[config.mk]
export PLATFORM = sky130hd
export DESIGN_NAME = id_ex_stage
export DESIGN_NICKNAME = d
export VERILOG_FILES = /design/src/rtl/riscp_pkg.sv /design/src/rtl/id_ex_stage_fwd_select.sv /design/src/rtl/id_ex_stage.sv
export SDC_FILE = /design/constraint.sdc
export NUM_CORES = 1
export LEC_CHECK = 0
export BUFFER_PORTS_ARGS = -buffer_cell sky130_fd_sc_hd__buf_2
export CELL_PAD_IN_SITES_DETAIL_PLACEMENT = 1
export CELL_PAD_IN_SITES_GLOBAL_PLACEMENT = 1
export CORE_ASPECT_RATIO = 1.5
export CORE_MARGIN = 2
export CORE_UTILIZATION = 37
export CTS_CLUSTER_DIAMETER = 200
export DETAILED_ROUTE_END_ITERATION = 10
export PLACE_DENSITY = 0.85
export SLEW_MARGIN = 5
export SYNTH_ARGS = -nofsm -noshare
export SYNTH_HDL_FRONTEND = slang
export SYNTH_SLANG_ARGS = --single-unit
[constraint.sdc]
create_clock -name clk -period 3 [get_ports clk]
set_clock_uncertainty 0.2 [all_clocks]
set_input_delay 0.6 -clock clk [delete_from_list [all_inputs] [get_ports clk]]
set_output_delay 0.6 -clock clk [all_outputs]
set_load 0.01 [all_outputs]
[src/rtl/riscp_pkg.sv]
// Shared definitions for the pipeline: datapath sizes, ALU op codes and
// the forward-select encoding used by the operand bypass muxes.
package riscp_pkg;

    localparam int XLEN    = 32;
    localparam int RADDR_W = 5;

    localparam logic [2:0] ALU_NOR = 3'b000;
    localparam logic [2:0] ALU_AND = 3'b001;
    localparam logic [2:0] ALU_OR  = 3'b010;
    localparam logic [2:0] ALU_SUB = 3'b011;
    localparam logic [2:0] ALU_ADD = 3'b100;

    typedef enum logic [1:0] {
        FWD_REG = 2'b00,
        FWD_WB  = 2'b01,
        FWD_EXM = 2'b10
    } fwd_sel_t;

endpackage

[src/rtl/id_ex_stage_fwd_select.sv]
// Operand bypass for one source register: picks the youngest in-flight
// producer (EX/MEM first, then WB) and falls back to the registered value.
// Register zero is never overridden because it is hard-wired to zero.
module fwd_select #(
    parameter int XLEN    = riscp_pkg::XLEN,
    parameter int RADDR_W = riscp_pkg::RADDR_W
) (
    input  logic [RADDR_W-1:0] src_addr,
    input  logic [XLEN-1:0]    reg_data,
    input  logic               exm_reg_write,
    input  logic [RADDR_W-1:0] exm_rd_addr,
    input  logic [XLEN-1:0]    exm_result,
    input  logic               wb_reg_write,
    input  logic [RADDR_W-1:0] wb_rd_addr,
    input  logic [XLEN-1:0]    wb_data,
    output logic [XLEN-1:0]    fwd_data,
    output riscp_pkg::fwd_sel_t sel
);
    import riscp_pkg::*;

    // Choose the producer: EX/MEM is younger than WB so it wins a tie.
    always_comb begin
        sel = FWD_REG;
        if (exm_reg_write && (exm_rd_addr == src_addr) && (src_addr != '0)) begin
            sel = FWD_EXM;
        end else if (wb_reg_write && (wb_rd_addr == src_addr) && (src_addr != '0)) begin
            sel = FWD_WB;
        end
    end

    // Steer the data according to the chosen producer.
    always_comb begin
        fwd_data = reg_data;
        case (sel)
            FWD_EXM: fwd_data = exm_result;
            FWD_WB:  fwd_data = wb_data;
            default: fwd_data = reg_data;
        endcase
    end

endmodule

[src/rtl/id_ex_stage.sv]
// ID/EX pipeline register with operand forwarding in front of the ALU.
// Detects load-use hazards against the instruction in ID, inserts a bubble
// for them, and obeys the global stall and the branch flush.
module id_ex_stage #(
    parameter int XLEN    = riscp_pkg::XLEN,
    parameter int RADDR_W = riscp_pkg::RADDR_W
) (
    input  logic               clk,
    input  logic               rst_n,
    input  logic               stall,
    input  logic               flush,
    input  logic               id_valid,
    input  logic [RADDR_W-1:0] id_rs_addr,
    input  logic [RADDR_W-1:0] id_rt_addr,
    input  logic [RADDR_W-1:0] id_rd_addr,
    input  logic [XLEN-1:0]    id_rs_data,
    input  logic [XLEN-1:0]    id_rt_data,
    input  logic [XLEN-1:0]    id_imm,
    input  logic               id_use_imm,
    input  logic [2:0]         id_alu_op,
    input  logic               id_reg_write,
    input  logic               id_mem_read,
    input  logic               id_mem_write,
    input  logic               exm_reg_write,
    input  logic [RADDR_W-1:0] exm_rd_addr,
    input  logic [XLEN-1:0]    exm_result,
    input  logic               wb_reg_write,
    input  logic [RADDR_W-1:0] wb_rd_addr,
    input  logic [XLEN-1:0]    wb_data,
    output logic               load_use_stall,
    output logic               ex_valid,
    output logic [XLEN-1:0]    alu_a,
    output logic [XLEN-1:0]    alu_b,
    output logic [2:0]         alu_op,
    output logic [XLEN-1:0]    ex_store_data,
    output logic [RADDR_W-1:0] ex_rd_addr,
    output logic               ex_reg_write,
    output logic               ex_mem_read,
    output logic               ex_mem_write
);
    import riscp_pkg::*;

    logic [RADDR_W-1:0] rs_addr_q;
    logic [RADDR_W-1:0] rt_addr_q;
    logic [XLEN-1:0]    rs_data_q;
    logic [XLEN-1:0]    rt_data_q;
    logic [XLEN-1:0]    imm_q;
    logic               use_imm_q;
    logic               reg_write_q;
    logic               mem_read_q;
    logic               mem_write_q;

    logic [XLEN-1:0]    cap_rs_data;
    logic [XLEN-1:0]    cap_rt_data;
    logic               rt_used;
    logic               bubble;

    logic [XLEN-1:0]    rs_fwd;
    logic [XLEN-1:0]    rt_fwd;
    fwd_sel_t           rs_sel;
    fwd_sel_t           rt_sel;
    logic               unused_sel;

    // A WB write landing in the same cycle as the register-file read is not
    // yet visible in the read data, so bypass it while capturing.
    always_comb begin
        cap_rs_data = id_rs_data;
        cap_rt_data = id_rt_data;
        if (wb_reg_write && (wb_rd_addr == id_rs_addr) && (id_rs_addr != '0)) begin
            cap_rs_data = wb_data;
        end
        if (wb_reg_write && (wb_rd_addr == id_rt_addr) && (id_rt_addr != '0)) begin
            cap_rt_data = wb_data;
        end
    end

    // A load in EX cannot supply its data until MEM, so the consumer in ID
    // must wait one cycle; a flush squashes the consumer anyway.
    always_comb begin
        rt_used        = !id_use_imm || id_mem_write;
        load_use_stall = 1'b0;
        if (!flush && ex_valid && mem_read_q && id_valid && (ex_rd_addr != '0)) begin
            load_use_stall = (ex_rd_addr == id_rs_addr) ||
                             (rt_used && (ex_rd_addr == id_rt_addr));
        end
        bubble = flush || load_use_stall;
    end

    // Pipeline register: stall holds, flush or hazard loads a bubble,
    // otherwise the ID fields are captured.
    always_ff @(posedge clk or negedge rst_n) begin
        if (!rst_n) begin
            ex_valid    <= 1'b0;
            rs_addr_q   <= '0;
            rt_addr_q   <= '0;
            rs_data_q   <= '0;
            rt_data_q   <= '0;
            imm_q       <= '0;
            use_imm_q   <= 1'b0;
            alu_op      <= ALU_NOR;
            ex_rd_addr  <= '0;
            reg_write_q <= 1'b0;
            mem_read_q  <= 1'b0;
            mem_write_q <= 1'b0;
        end else if (!stall) begin
            if (bubble) begin
                ex_valid    <= 1'b0;
                rs_addr_q   <= '0;
                rt_addr_q   <= '0;
                rs_data_q   <= '0;
                rt_data_q   <= '0;
                imm_q       <= '0;
                use_imm_q   <= 1'b0;
                alu_op      <= ALU_NOR;
                ex_rd_addr  <= '0;
                reg_write_q <= 1'b0;
                mem_read_q  <= 1'b0;
                mem_write_q <= 1'b0;
            end else begin
                ex_valid    <= id_valid;
                rs_addr_q   <= id_rs_addr;
                rt_addr_q   <= id_rt_addr;
                rs_data_q   <= cap_rs_data;
                rt_data_q   <= cap_rt_data;
                imm_q       <= id_imm;
                use_imm_q   <= id_use_imm;
                alu_op      <= id_alu_op;
                ex_rd_addr  <= id_rd_addr;
                reg_write_q <= id_reg_write;
                mem_read_q  <= id_mem_read;
                mem_write_q <= id_mem_write;
            end
        end
    end

    fwd_select #(.XLEN(XLEN), .RADDR_W(RADDR_W)) u_fwd_rs (
        .src_addr      (rs_addr_q),
        .reg_data      (rs_data_q),
        .exm_reg_write (exm_reg_write),
        .exm_rd_addr   (exm_rd_addr),
        .exm_result    (exm_result),
        .wb_reg_write  (wb_reg_write),
        .wb_rd_addr    (wb_rd_addr),
        .wb_data       (wb_data),
        .fwd_data      (rs_fwd),
        .sel           (rs_sel)
    );

    fwd_select #(.XLEN(XLEN), .RADDR_W(RADDR_W)) u_fwd_rt (
        .src_addr      (rt_addr_q),
        .reg_data      (rt_data_q),
        .exm_reg_write (exm_reg_write),
        .exm_rd_addr   (exm_rd_addr),
        .exm_result    (exm_result),
        .wb_reg_write  (wb_reg_write),
        .wb_rd_addr    (wb_rd_addr),
        .wb_data       (wb_data),
        .fwd_data      (rt_fwd),
        .sel           (rt_sel)
    );

    // The select codes are kept on the sub-module for debug visibility only.
    assign unused_sel = ^{rs_sel, rt_sel};

    // ALU operand steering and control gating: a bubble never writes.
    always_comb begin
        alu_a         = rs_fwd;
        alu_b         = use_imm_q ? imm_q : rt_fwd;
        ex_store_data = rt_fwd;
        ex_reg_write  = ex_valid && reg_write_q;
        ex_mem_read   = ex_valid && mem_read_q;
        ex_mem_write  = ex_valid && mem_write_q;
    end

endmodule

Yosys cells after proc, flatten, opt, wreduce, memory -nomap -nowiden
Cells that the tools add are included.

cells by class
  add/sub/neg operators = 0
  $mul = 0
  divide/modulo/power cells = 0
  $lt $le $gt $ge = 0
  equality and inequality tests = 12
  shift operators = 0
  multiplexer cells = 22
  bitwise operators = 0
  reductions and logical operators = 30

operators with widths
  operator                                                          number
  32-bit 2-to-1 mux                                                 6
  32-bit one-hot mux with 2 select lines                            2
  5-bit == test                                                     8
  5-bit nonzero test                                                5
  1-bit logical AND                                                 20
  5-bit 2-to-1 mux                                                  3
  1-bit 2-to-1 mux                                                  8
  2-bit by 1-bit == test with 1-bit output (second input constant)  2
  2-bit == test (second input constant)                             2
  2-bit 2-to-1 mux                                                  2
  1-bit logical OR                                                  3
  3-bit 2-to-1 mux                                                  1
  1-bit logical NOT                                                 2

word-level totals
  register bits = 119
  latch bits = 0
  RAM bits = 0
  bits in read-only memories = 0
  bits of input ports = 199
  output and inout port bits = 109
  logic and storage cells = 76
  memories kept = 0

Depth between registers and ports, before layout
  depth in word-level cells = 8
  mapped depth = 8
  gate-level depth less buffers = 5

Hierarchy
Synthesis repeated with hierarchy kept, for this count alone.

second synthesis, totals
  cells, all modules = 938
  area, all modules = 8242.9 um^2

modules (own cells, without submodules)
  module       instances  cells an instance  area an instance (um^2)  seq. area each (um^2)
  id_ex_stage  1          596                6313.6                   2977.9
  fwd_select   2          171                964.7                    0.0

Least setup slack after synthesis
Ideal clock, no wire load.

  path type = input-to-output
  start = input port wb_rd_addr[0]
  end = output port alu_b[24]
  arrival = 2.177 ns
  required time = 2.200 ns
  slack = 0.023 ns
  stages = 8
  buffers on the path = 3
  cell sequence = buf_2 xnor2_1 and4_1 clkbuf_1 clkbuf_1 nand3_1 a31oi_1 mux2_2

between the ends
  word-level cells in the longest chain between the ends = 8
  elaborated cells between the ends (all ways) = 9
  classes of those cells = eq/ne: 3; mux: 4; reduce/logical: 2

RTL lines
  what                                                                       RTL line                      text
  start, declared                                                            id_ex_stage.sv:28             input logic [RADDR_W-1:0] wb_rd_addr,
  5-bit == test *                                                            id_ex_stage_fwd_select.sv:26  end else if (wb_reg_write && (wb_rd_addr == src_addr) && (src_addr != '0)) begin
  1-bit logical AND * (2 in series)                                          id_ex_stage_fwd_select.sv:26
  1-bit 2-to-1 mux *                                                         id_ex_stage_fwd_select.sv:26
  2-bit 2-to-1 mux *                                                         id_ex_stage_fwd_select.sv:24  if (exm_reg_write && (exm_rd_addr == src_addr) && (src_addr != '0)) begin
  2-bit by 1-bit == test with 1-bit output or 2-bit == test (tied branches)  id_ex_stage_fwd_select.sv:34  case (sel)
  32-bit one-hot mux with 2 select lines *                                   id_ex_stage_fwd_select.sv:34
  net ex_store_data[24]                                                      id_ex_stage.sv:35             output logic [XLEN-1:0] ex_store_data,
  32-bit 2-to-1 mux *                                                        id_ex_stage.sv:168            alu_b = use_imm_q ? imm_q : rt_fwd;
  end, declared                                                              id_ex_stage.sv:33             output logic [XLEN-1:0] alu_b,

The timed path passes the listed nets; every way through them passes the cells marked *.

Final worst setup path
  start = register rt_addr_q[2]
  end = output port alu_b[28]

between the ends
  word-level cells in the longest chain between the ends = 8
  elaborated cells between the ends (all ways) = 13
  classes of those cells = eq/ne: 4; mux: 4; reduce/logical: 5

RTL lines
  what                                                                       RTL line                      text
  start, declared                                                            id_ex_stage.sv:44             logic [RADDR_W-1:0] rt_addr_q;
  start signal, assigned                                                     id_ex_stage.sv:122            rt_addr_q <= id_rt_addr;
  5-bit == test                                                              id_ex_stage_fwd_select.sv:26
  1-bit logical AND (2 in series)                                            id_ex_stage_fwd_select.sv:26
  1-bit 2-to-1 mux                                                           id_ex_stage_fwd_select.sv:26
  2-bit 2-to-1 mux *                                                         id_ex_stage_fwd_select.sv:24
  2-bit by 1-bit == test with 1-bit output or 2-bit == test (tied branches)  id_ex_stage_fwd_select.sv:34
  32-bit one-hot mux with 2 select lines *                                   id_ex_stage_fwd_select.sv:34
  32-bit 2-to-1 mux *                                                        id_ex_stage.sv:168

Every way passes the cells marked *; elsewhere a longest branch is shown, timed or not.

==> flow_metrics.env <==
export IMPL_coreArea_um2=21600
export IMPL_dp_cells=1440
export IMPL_layout_common_cells="buf_2 (264), nand2_1 (142), dfrtp_1 (117)"
export IMPL_drt_pre_antenna_iters=5
export IMPL_portBuffers=307
export IMPL_cts_root_buf="clkbuf_16"
export IMPL_critPathCaptureType="output port"
export IMPL_yosysWarnings=0
export IMPL_setup_violations_final=96
export IMPL_dp_hpwl_um=23300
export IMPL_drtAntennaViolNets=0
export IMPL_wl_per_cell_um=25.7
export IMPL_grt_max_degree=120
export IMPL_grt_overflow=0
export IMPL_cts_sinks=119
export IMPL_worstMarginPinSlew_ns=0.724
export IMPL_die_area_um2=23100
export IMPL_slew_viol_final=0
export IMPL_syn_nets=1087
export IMPL_rsz0062_at_grt="yes"
export IMPL_layout_drive_gt1_share_pct=46.8
export IMPL_syn_area_per_cell_um2=9.11
export IMPL_hold_viol=0
export IMPL_yosys_area_top_type="dfrtp_1"
export IMPL_fin_area_um2=12200
export IMPL_cp_required_ns=2.20
export IMPL_synth_async_sr_flop_share_pct=100
export IMPL_wl_um=39300
export IMPL_synth_cell_types=37
export IMPL_synth_edff_count=0
export IMPL_routed_via_density=5.86
export IMPL_clock_path_buffers=2
export IMPL_finalWeightedCongestion=0.879
export IMPL_power_density_nw_per_um2=453
export IMPL_violations="setup timing"
export IMPL_synth_cells=888
export IMPL_drc_errors=0
export IMPL_grt_pass1_wl_um=55900
export IMPL_worstPathArrival_ns=2.77
export IMPL_layout_nets=1433
export IMPL_finalCriticalPeriod_ns=3.57
export IMPL_syn2layout_area_growth_pct=51.4
export IMPL_vias=8955
export IMPL_final_common_cell="buf_2"
export IMPL_rows=66
export IMPL_grt_pass1_vias=9749
export IMPL_hold_class="in2async"
export IMPL_yosysTopAreaCellShare_pct=36.8
export IMPL_max_freq_mhz=280
export IMPL_r2r_cells=6
export IMPL_htree_num_levels=4
export IMPL_start_util_pct=37.5
export IMPL_start_kind="flop"
export IMPL_r2r_end="rt_addr_q[3]$_DFFE_PN0N_"
export IMPL_tritoncts="built"
export IMPL_numCtsBuffers=17
export IMPL_track_usage_pct=31.6
export IMPL_drt_iter0_markers=534
export IMPL_min_period_over_period_pct=119
export IMPL_utilization_pct=56.8
export IMPL_synth_flop_cell="dfrtp_1"
export IMPL_slew_headroom_pct=51.7
export IMPL_max_cap_violations=0
export IMPL_setup_ws_ns=-0.569
export IMPL_grt_antenna_before_repair=8
export IMPL_peakVddDrop_mv=0.357
export IMPL_ys_ff_latch=119
export IMPL_path_class="reg2out"
export IMPL_seq_area_frac_synth_pct=36.8
export IMPL_worstSkewPairLatency_ns=0.42
export IMPL_synth_cell_area_um2=8090
export IMPL_regToRegSetupSlack_ns=0.57
export IMPL_nFillCells=2464
export IMPL_finalNonFillerCells=1529
export IMPL_clkSlewWorstSetupHoldPaths_ns=0.06
export IMPL_die_h_um=185
export IMPL_p_leak_nw=5.25
export IMPL_die_w_um=125
export IMPL_placed_area_um2=10300
export IMPL_critical_path_peak_fanout=12
export IMPL_r2r_start="ex_rd_addr[1]$_DFFE_PN0N_"
export IMPL_io_pin_count=308
export IMPL_synthTopCellsByArea="dfrtp_1 (37%), mux2i_1 (12%), o21ai_1 (8.2%), a31oi_4 (7.9%), nand2_1 (7.2%)"
export IMPL_fin_total_pwr_w=0.00555
export IMPL_status="complete, but fails checks"
export IMPL_pre_cts_ws_ns=-0.0703
-- area by class of cell --
class / count / area, um^2 / area share, %
timing repair buffer: 404 / 3100 / 25.3
clock inverter: 12 / 128 / 1.04
sequential: 119 / 2980 / 24.3
antenna: 10 / 25.0 / 0.204
clock buffer: 20 / 457 / 3.73
tap: 272 / 340 / 2.78
inverter: 2 / 7.51 / 0.0613
multi-input combinational: 690 / 5200 / 42.5
-- Yosys cell counts (3+ instances only) --
master and count:
nand2_1 156, nand4_1 4, buf_2 19, clkbuf_1 53
xor2_1 14, buf_12 3, a31oi_4 30, nand3_1 34
dfrtp_1 119, xnor2_1 24, nor3_1 33, mux2_2 32
mux2i_1 96, nor2_1 5, o21ai_1 132, nand2b_1 54
o21ai_0 51
-- cell families (layout without fill, tap and decap cells) --
| kind of cell | after synthesis | count (layout) | share of synthesized area (%) |
|---|---|---|---|
| buf+inv | 79 | 438 | 4.66 |
| compound gates | 225 | 225 | 20.7 |
| flops | 119 | 119 | 36.8 |
| other cells | 0 | 10 | 0 |
| xor+xnor | 38 | 38 | 4.12 |
| mux | 128 | 128 | 16.3 |
| simple gates | 299 | 299 | 17.4 |
-- routing by layer --
| metal | part of all wire (%) | vias to the layer above | routed length [um] | track usage [%] |
|---|---|---|---|---|
| met5 | 0 | - | 0 | 0 |
| met3 | 6.2 | 189 | 2420 | 6.73 |
| met4 | 6.3 | 0 | 2470 | 20.9 |
| met1 | 35 | 4404 | 13600 | 32.5 |
| li1 | - | 3832 | - | - |
| met2 | 53 | 530 | 20800 | 57.6 |
-- report_power, final --
group	leakage (nW)	internal, W	switching (W)
registers	1.55	0.00173	0.000115
clock network	0.278	0.00126	0.000819
logic	3.42	0.000765	0.000851
total	5.25	0.00376	0.00179
-- sequential cells by signal, summed over array words and instances, names as in the netlist, 3 cells and up --
signal / cells
rs_data_q: 32
imm_q: 32
rt_addr_q: 5
rs_addr_q: 5
rt_data_q: 32
ex_rd_addr: 5
alu_op: 3
-- worst max-delay path: stages, from the launching register on --
cell and delay, ns:
dfrtp_1 0.40, or4_4 0.59, o211ai_4 0.26, buf_6 0.15, buf_12 0.16, nor3_1 0.07
buf_4 0.17, a31oi_4 0.21, mux2_4 0.22, buf_6 0.12
-- per-stage QoR --
stage               setup TNS [ns]  hold WS (ns)
CTS                         -25.55         0.114
detailed placement          -0.743         0.272
finish                      -37.11        0.0712
global route                -41.39         0.122
floorplan                        0         0.104
global placement                 0         0.256
-- what timing repair did --
item / in CTS / in global routing
setup endpoints to repair: 96 / 97
resized for setup: 101 / 81
cloned: 6 / 3
hold endpoints to repair: 0 / 0
buffers inserted: 27 / 13
pin swaps: 10 / 28
hold buffers: 0 / 0
-- worst max-delay path by stage --
stage | startpoint | end | slack, ns | depth (start not counted)
2_1_floorplan | wb_rd_addr[0] | alu_b[24] | 0.02 | 8
3_3_place_gp | wb_rd_addr[1] | alu_b[30] | 0.01 | 8
3_5_place_dp | wb_rd_addr[3] | alu_a[13] | -0.07 | 9
4_1_cts | rt_addr_q[1]$_DFFE_PN0N_ | alu_b[23] | -0.41 | 7
5_1_grt | rt_addr_q[2]$_DFFE_PN0N_ | alu_b[28] | -0.58 | 9
6_report | rt_addr_q[2]$_DFFE_PN0N_ | alu_b[28] | -0.57 | 9
(Power assumes the default switching activity.)
